File: config.mk
export PLATFORM = sky130hd
export DESIGN_NAME = adder_result_stage
export DESIGN_NICKNAME = d
export VERILOG_FILES = /design/src/rtl/adder_result_stage.sv
export SDC_FILE = /design/constraint.sdc
export NUM_CORES = 1
export LEC_CHECK = 0
export CAP_MARGIN = 20
export CORE_AREA = 3 3 142 144
export DETAILED_ROUTE_END_ITERATION = 7
export DIE_AREA = 0 0 145 147
export PLACE_DENSITY_LB_ADDON = 0.25
export SETUP_SLACK_MARGIN = 0.1
export SLEW_MARGIN = 20
export SYNTH_ARGS = -nofsm -noshare
export SYNTH_HDL_FRONTEND = slang
export SYNTH_SLANG_ARGS = --single-unit
File: constraint.sdc
create_clock -name clk -period 6.7 [get_ports clk]
set_input_delay 1.34 -clock clk [delete_from_list [all_inputs] [get_ports clk]]
set_output_delay 1.34 -clock clk [all_outputs]
set_load 0.01 [all_outputs]
File: src/rtl/adder_result_stage.sv
// Capture stage behind the carry-select adder: buffers {sum, cout, of} results in a small FIFO
// with zero/negative tags, and keeps saturating overflow and carry-out event counters.
module adder_result_stage #(
   parameter int WIDTH = 32,
   parameter int DEPTH = 4,
   parameter int CNT_W = 16
) (
   input  logic                       clk,
   input  logic                       rst,
   input  logic                       in_valid,
   output logic                       in_ready,
   input  logic [WIDTH-1:0]           in_sum,
   input  logic                       in_cout,
   input  logic                       in_of,
   output logic                       out_valid,
   input  logic                       out_ready,
   output logic [WIDTH-1:0]           out_sum,
   output logic                       out_cout,
   output logic                       out_of,
   output logic                       out_zero,
   output logic                       out_neg,
   output logic [$clog2(DEPTH):0]     level,
   input  logic                       clr_stats,
   output logic [CNT_W-1:0]           ovf_count,
   output logic [CNT_W-1:0]           cout_count
);

   localparam int PW = $clog2(DEPTH);
   localparam int LW = PW + 1;

   typedef struct packed {
      logic [WIDTH-1:0] sum;
      logic             cout;
      logic             of;
      logic             zero;
      logic             neg;
   } entry_t;

   entry_t           mem_q [DEPTH];
   entry_t           mem_d [DEPTH];
   entry_t           head;
   logic [PW-1:0]    wr_ptr_q, wr_ptr_d;
   logic [PW-1:0]    rd_ptr_q, rd_ptr_d;
   logic [LW-1:0]    level_q, level_d;
   logic [CNT_W-1:0] ovf_q, ovf_d;
   logic [CNT_W-1:0] cout_q, cout_d;
   logic             push;
   logic             pop;

   // Ready depends only on the registered level, so a full FIFO never accepts even when popping.
   assign in_ready  = (level_q != LW'(DEPTH));
   assign out_valid = (level_q != '0);
   assign push      = in_valid & in_ready;
   assign pop       = out_valid & out_ready;

   always_comb begin
      mem_d    = mem_q;
      wr_ptr_d = wr_ptr_q;
      rd_ptr_d = rd_ptr_q;
      level_d  = level_q;
      ovf_d    = ovf_q;
      cout_d   = cout_q;

      if (push) begin
         mem_d[wr_ptr_q] = '{sum:  in_sum,
                             cout: in_cout,
                             of:   in_of,
                             zero: (in_sum == '0),
                             neg:  in_sum[WIDTH-1]};
         wr_ptr_d = wr_ptr_q + PW'(1);
      end
      if (pop) begin
         rd_ptr_d = rd_ptr_q + PW'(1);
      end

      case ({push, pop})
         2'b10:   level_d = level_q + LW'(1);
         2'b01:   level_d = level_q - LW'(1);
         default: level_d = level_q;
      endcase

      // Clear wins over a same-cycle increment; counters stick at all-ones.
      if (clr_stats) begin
         ovf_d  = '0;
         cout_d = '0;
      end else if (push) begin
         if (in_of && (ovf_q != '1)) begin
            ovf_d = ovf_q + CNT_W'(1);
         end
         if (in_cout && (cout_q != '1)) begin
            cout_d = cout_q + CNT_W'(1);
         end
      end
   end

   always_ff @(posedge clk or posedge rst) begin
      if (rst) begin
         wr_ptr_q <= '0;
         rd_ptr_q <= '0;
         level_q  <= '0;
         ovf_q    <= '0;
         cout_q   <= '0;
      end else begin
         wr_ptr_q <= wr_ptr_d;
         rd_ptr_q <= rd_ptr_d;
         level_q  <= level_d;
         ovf_q    <= ovf_d;
         cout_q   <= cout_d;
      end
   end

   always_ff @(posedge clk) begin
      mem_q <= mem_d;
   end

   // Storage is not reset; gating the head on level hides stale entries after reset or drain.
   assign head       = out_valid ? mem_q[rd_ptr_q] : '0;
   assign out_sum    = head.sum;
   assign out_cout   = head.cout;
   assign out_of     = head.of;
   assign out_zero   = head.zero;
   assign out_neg    = head.neg;
   assign level      = level_q;
   assign ovf_count  = ovf_q;
   assign cout_count = cout_q;

endmodule

==> metrics.md <==
| Metric | Value |
|---|---|
| Outcome | finished, final reports clean |
| CP Class | reg2out |
| Total Routed Length | 16300 µm |
| Mapped Cells | 473 |
| Switching fraction of total power | 28.9% |
| Largest delay contributor family on the critical path | buffers and inverters |
| Layout cells sized above 1 | 15.7% |
| Initial antenna violation count | 0 |
| Setup TNS | 0 ps |
| Most frequent cells in the layout | edfxtp_1, clkdlybuf4s50_1, and2_1, dfrtp_1, mux4_2 |
| DRC | 0 |
| PortBufs | 111 |
| # IOs | 112 |
| Worst-path cell chain | buf_4 > mux4_2 > and2_1 > clkdlybuf4s50_1 |
| Lkg Pwr | 0.00325 µW |
| M1 GR Usage | 20.1% |
| Leading cell type in the layout, fill and taps excluded | edfxtp_1 |
| Antenna viol nets, final | 0 |
| Skew-Pair Late Insertion Delay | 430 ps |
| Slew HR | 33.3% |
| Total chip power | 3740 µW |
| # hold bufs at CTS | 0 |
| R2R setup slack | 4250 ps |
| Detail Placement HPWL | 10300 µm |
| CTS Root Cell | clkbuf_16 |
| Setup crit end kind | output port |
| Clock buffer depth | 2 |
| P_int | 2660 µW |
| Num CTS Buffers | 17 |
| Worst Setup Start Kind | register |
| Worst hold path class | reg2reg |
| Worst path max stage delay | 590 ps |
| Via count | 4549 |
| Max Slew Vio Count | 0 |
| Seq pwr share | 40.8% |
| TritonCTS clock tree | done |
| Grt ovf | 0 |
| H-tree depth | 4 |
| Ant diodes | 0 |
| Routed vias/inst | 5.30 |
| Final period util | 60.8% |
| Comb power frac | 32.1% |
| Cell variety after synth | 40 |
| Yosys reg bits | 179 |
| Syn_nets | 520 |
| Asr flop ratio synth | 21.8% |
| Die area | 21300 µm² |
| Number of global-route vias before repair | 4781 |
| Crit path arrival time | 2730 ps |
| Tmin final | 4070 ps |
| Most used DFF post-synth | edfxtp_1 |
| GRT Overall Usage | 15.8% |
| PwrDens | 390 nW/µm² |
| Sw power | 1080 µW |
| Rows | 50 |
| Routed length per instance | 19.0 µm |
| RSZ-0062 raised after global routing | no |
| CP required | 5360 ps |
| Ys Warns | 0 |
| Final std cells w/o fill | 858 |
| First drt pass iteration count | 4 |
| # placed instances | 826 |
| Mapped Area | 7590 µm² |
| Worst Skew | 8.64 ps |
| # fillers | 1565 |
| Slew @ Worst Pin | 1000 ps |
| Initial Util | 40.3% |
| Clk network pwr share | 27.1% |
| GPL Wtd Cong | 0.820 |
| Number of flops mapped to enable cells by yosys | 140 |
| Worst path slowest cell | buf_4 |
| Final nets | 632 |
| Final core occ | 50.9% |
| Setup Viol. Count Final | 0 |
| Grt peak-use layer | met2 |
| Met3 Track Usage GR | 4.01% |
| Final Hold Vio Count | 0 |
| Total of max-cap violations | 0 |
| Buf/Inv on CP | 2 |
| Max VDD drop | 237 µV |
| DR iter-0 viols | 256 |
| Largest net degree at the start of global routing | 40 |
| Post-CTS Setup Repair Bufs | 0 |
| First-pass GRT wire length | 26300 µm |
| P&R area growth vs syn | 26.3% |
| Register area share after synthesis | 68.2% |
| Chip Width | 145 µm |
| Syn_area_per_cell | 16.1 µm² |
| Max Freq | 0.246 GHz |
| Clk slew on worst S/H paths | 70 ps |
| Worst-path fanout max | 33 |
| CTS resizes | 0 |
| Met2 Usage GRT | 27.1% |
| Clock Sink Count | 179 |
| Core area | 18800 µm² |
| Die height | 147 µm |
[cells in the mapped netlist (all sizes together) (2+ instances only)]
cell type	instances	area [µm²]
edfxtp	140	4200
dfrtp	39	976
and2	37	231
mux4	35	788
a21oi	21	105
nand2	17	63.8
clkbuf	15	56.3
nor4	14	87.6
nand4	12	81.3
inv	11	41.3
nor2	11	41.3
o21ai	11	55.1
o31ai	9	67.6
or4	9	67.6
and3	8	50.1
buf	8	45.0
nand3	8	40.0
or3	8	50.1
ha	7	87.6
mux2	7	78.8
nor2b	6	37.5
or3b	5	43.8
nor3	4	20.0
o41ai	4	35.0
or2	4	25.0
and4	3	26.3
o311ai	3	26.3
xnor2	3	26.3
xor2	3	26.3
mux2i	2	20.0
nand4b	2	17.5
nor4b	2	17.5
[cell type report]
class                      instances  area (µm²)  share of cell area, %
clock buffer                      17         425                   4.43
clock inverter                    15         186                   1.94
inverter                          11        41.3                  0.430
multi-input combinational        260        2280                   23.8
sequential                       179        5180                   54.0
tap                              260         325                   3.39
timing repair buffer             116        1150                   12.0
[sequential cells by signal, summed over array words and instances, names as in the netlist]
register	cells
cout_count	16
ovf_count	16
mem_q	140
rd_ptr_q	2
wr_ptr_q	2
level	3
[metrics by stage]
stage	instance area (µm²)	setup WS (ps)	hold WS, ps
2_1_floorplan	7590	3640	498
3_3_place_gp	8970	3060	513
3_5_place_dp	8970	3020	525
4_1_cts	9590	2560	536
5_1_grt	9590	2440	550
6_report	9590	2630	533
[worst reg2reg max path: cells and delay by family (launching register included)]
family / cells / cell delay, ps
xor gates and xnor gates: 2 / 300
DFF: 1 / 430
adders and majority gates: 2 / 590
and+or+nand+nor: 3 / 1000
buffers and inverters: 1 / 60
[worst paths after layout]
check / from / end / cells past startpoint
worst max-delay path: rd_ptr_q[0] / out_sum[12] / 4
worst min-delay path: level[2] / level[2] / 1
worst max register to register: level[0] / level[2] / 8
worst min register to register: level[2] / level[2] / 1
max in group asynchronous: rst / rd_ptr_q[0] / 3
min in group asynchronous: rst / ovf_count[13] / 3
[logic make-up (layout without fill, tap and decap cells)]
family / count (synthesis) / count (layout) / share of synthesized area, %
mux: 44 / 44 / 11.7
simple gates: 151 / 151 / 12.0
compound gates: 51 / 51 / 4.14
buf+inv: 34 / 159 / 1.88
xor+xnor: 6 / 6 / 0.692
flops: 179 / 179 / 68.2
fa+ha+maj: 8 / 8 / 1.42
[power groups by stage]
| stage | combinational, µW | sequential (µW) | clock, µW |
|---|---|---|---|
| floorplan | 725 | 1480 | 0 |
| global placement | 1220 | 1540 | 0 |
| detailed placement | 1230 | 1560 | 0 |
| CTS | 1240 | 1530 | 1040 |
| global route | 1310 | 1550 | 1090 |
| finish | 1200 | 1530 | 1020 |
[per-layer routing]
layer,up-vias,wire length (µm),share of wire (%)
li1,2091,-,-
met1,2320,7110,44
met2,124,8310,51
met3,14,749,4.6
met4,0,173,1.1
met5,-,0,0
No activity file was read; power rests on OpenSTA's default activity.
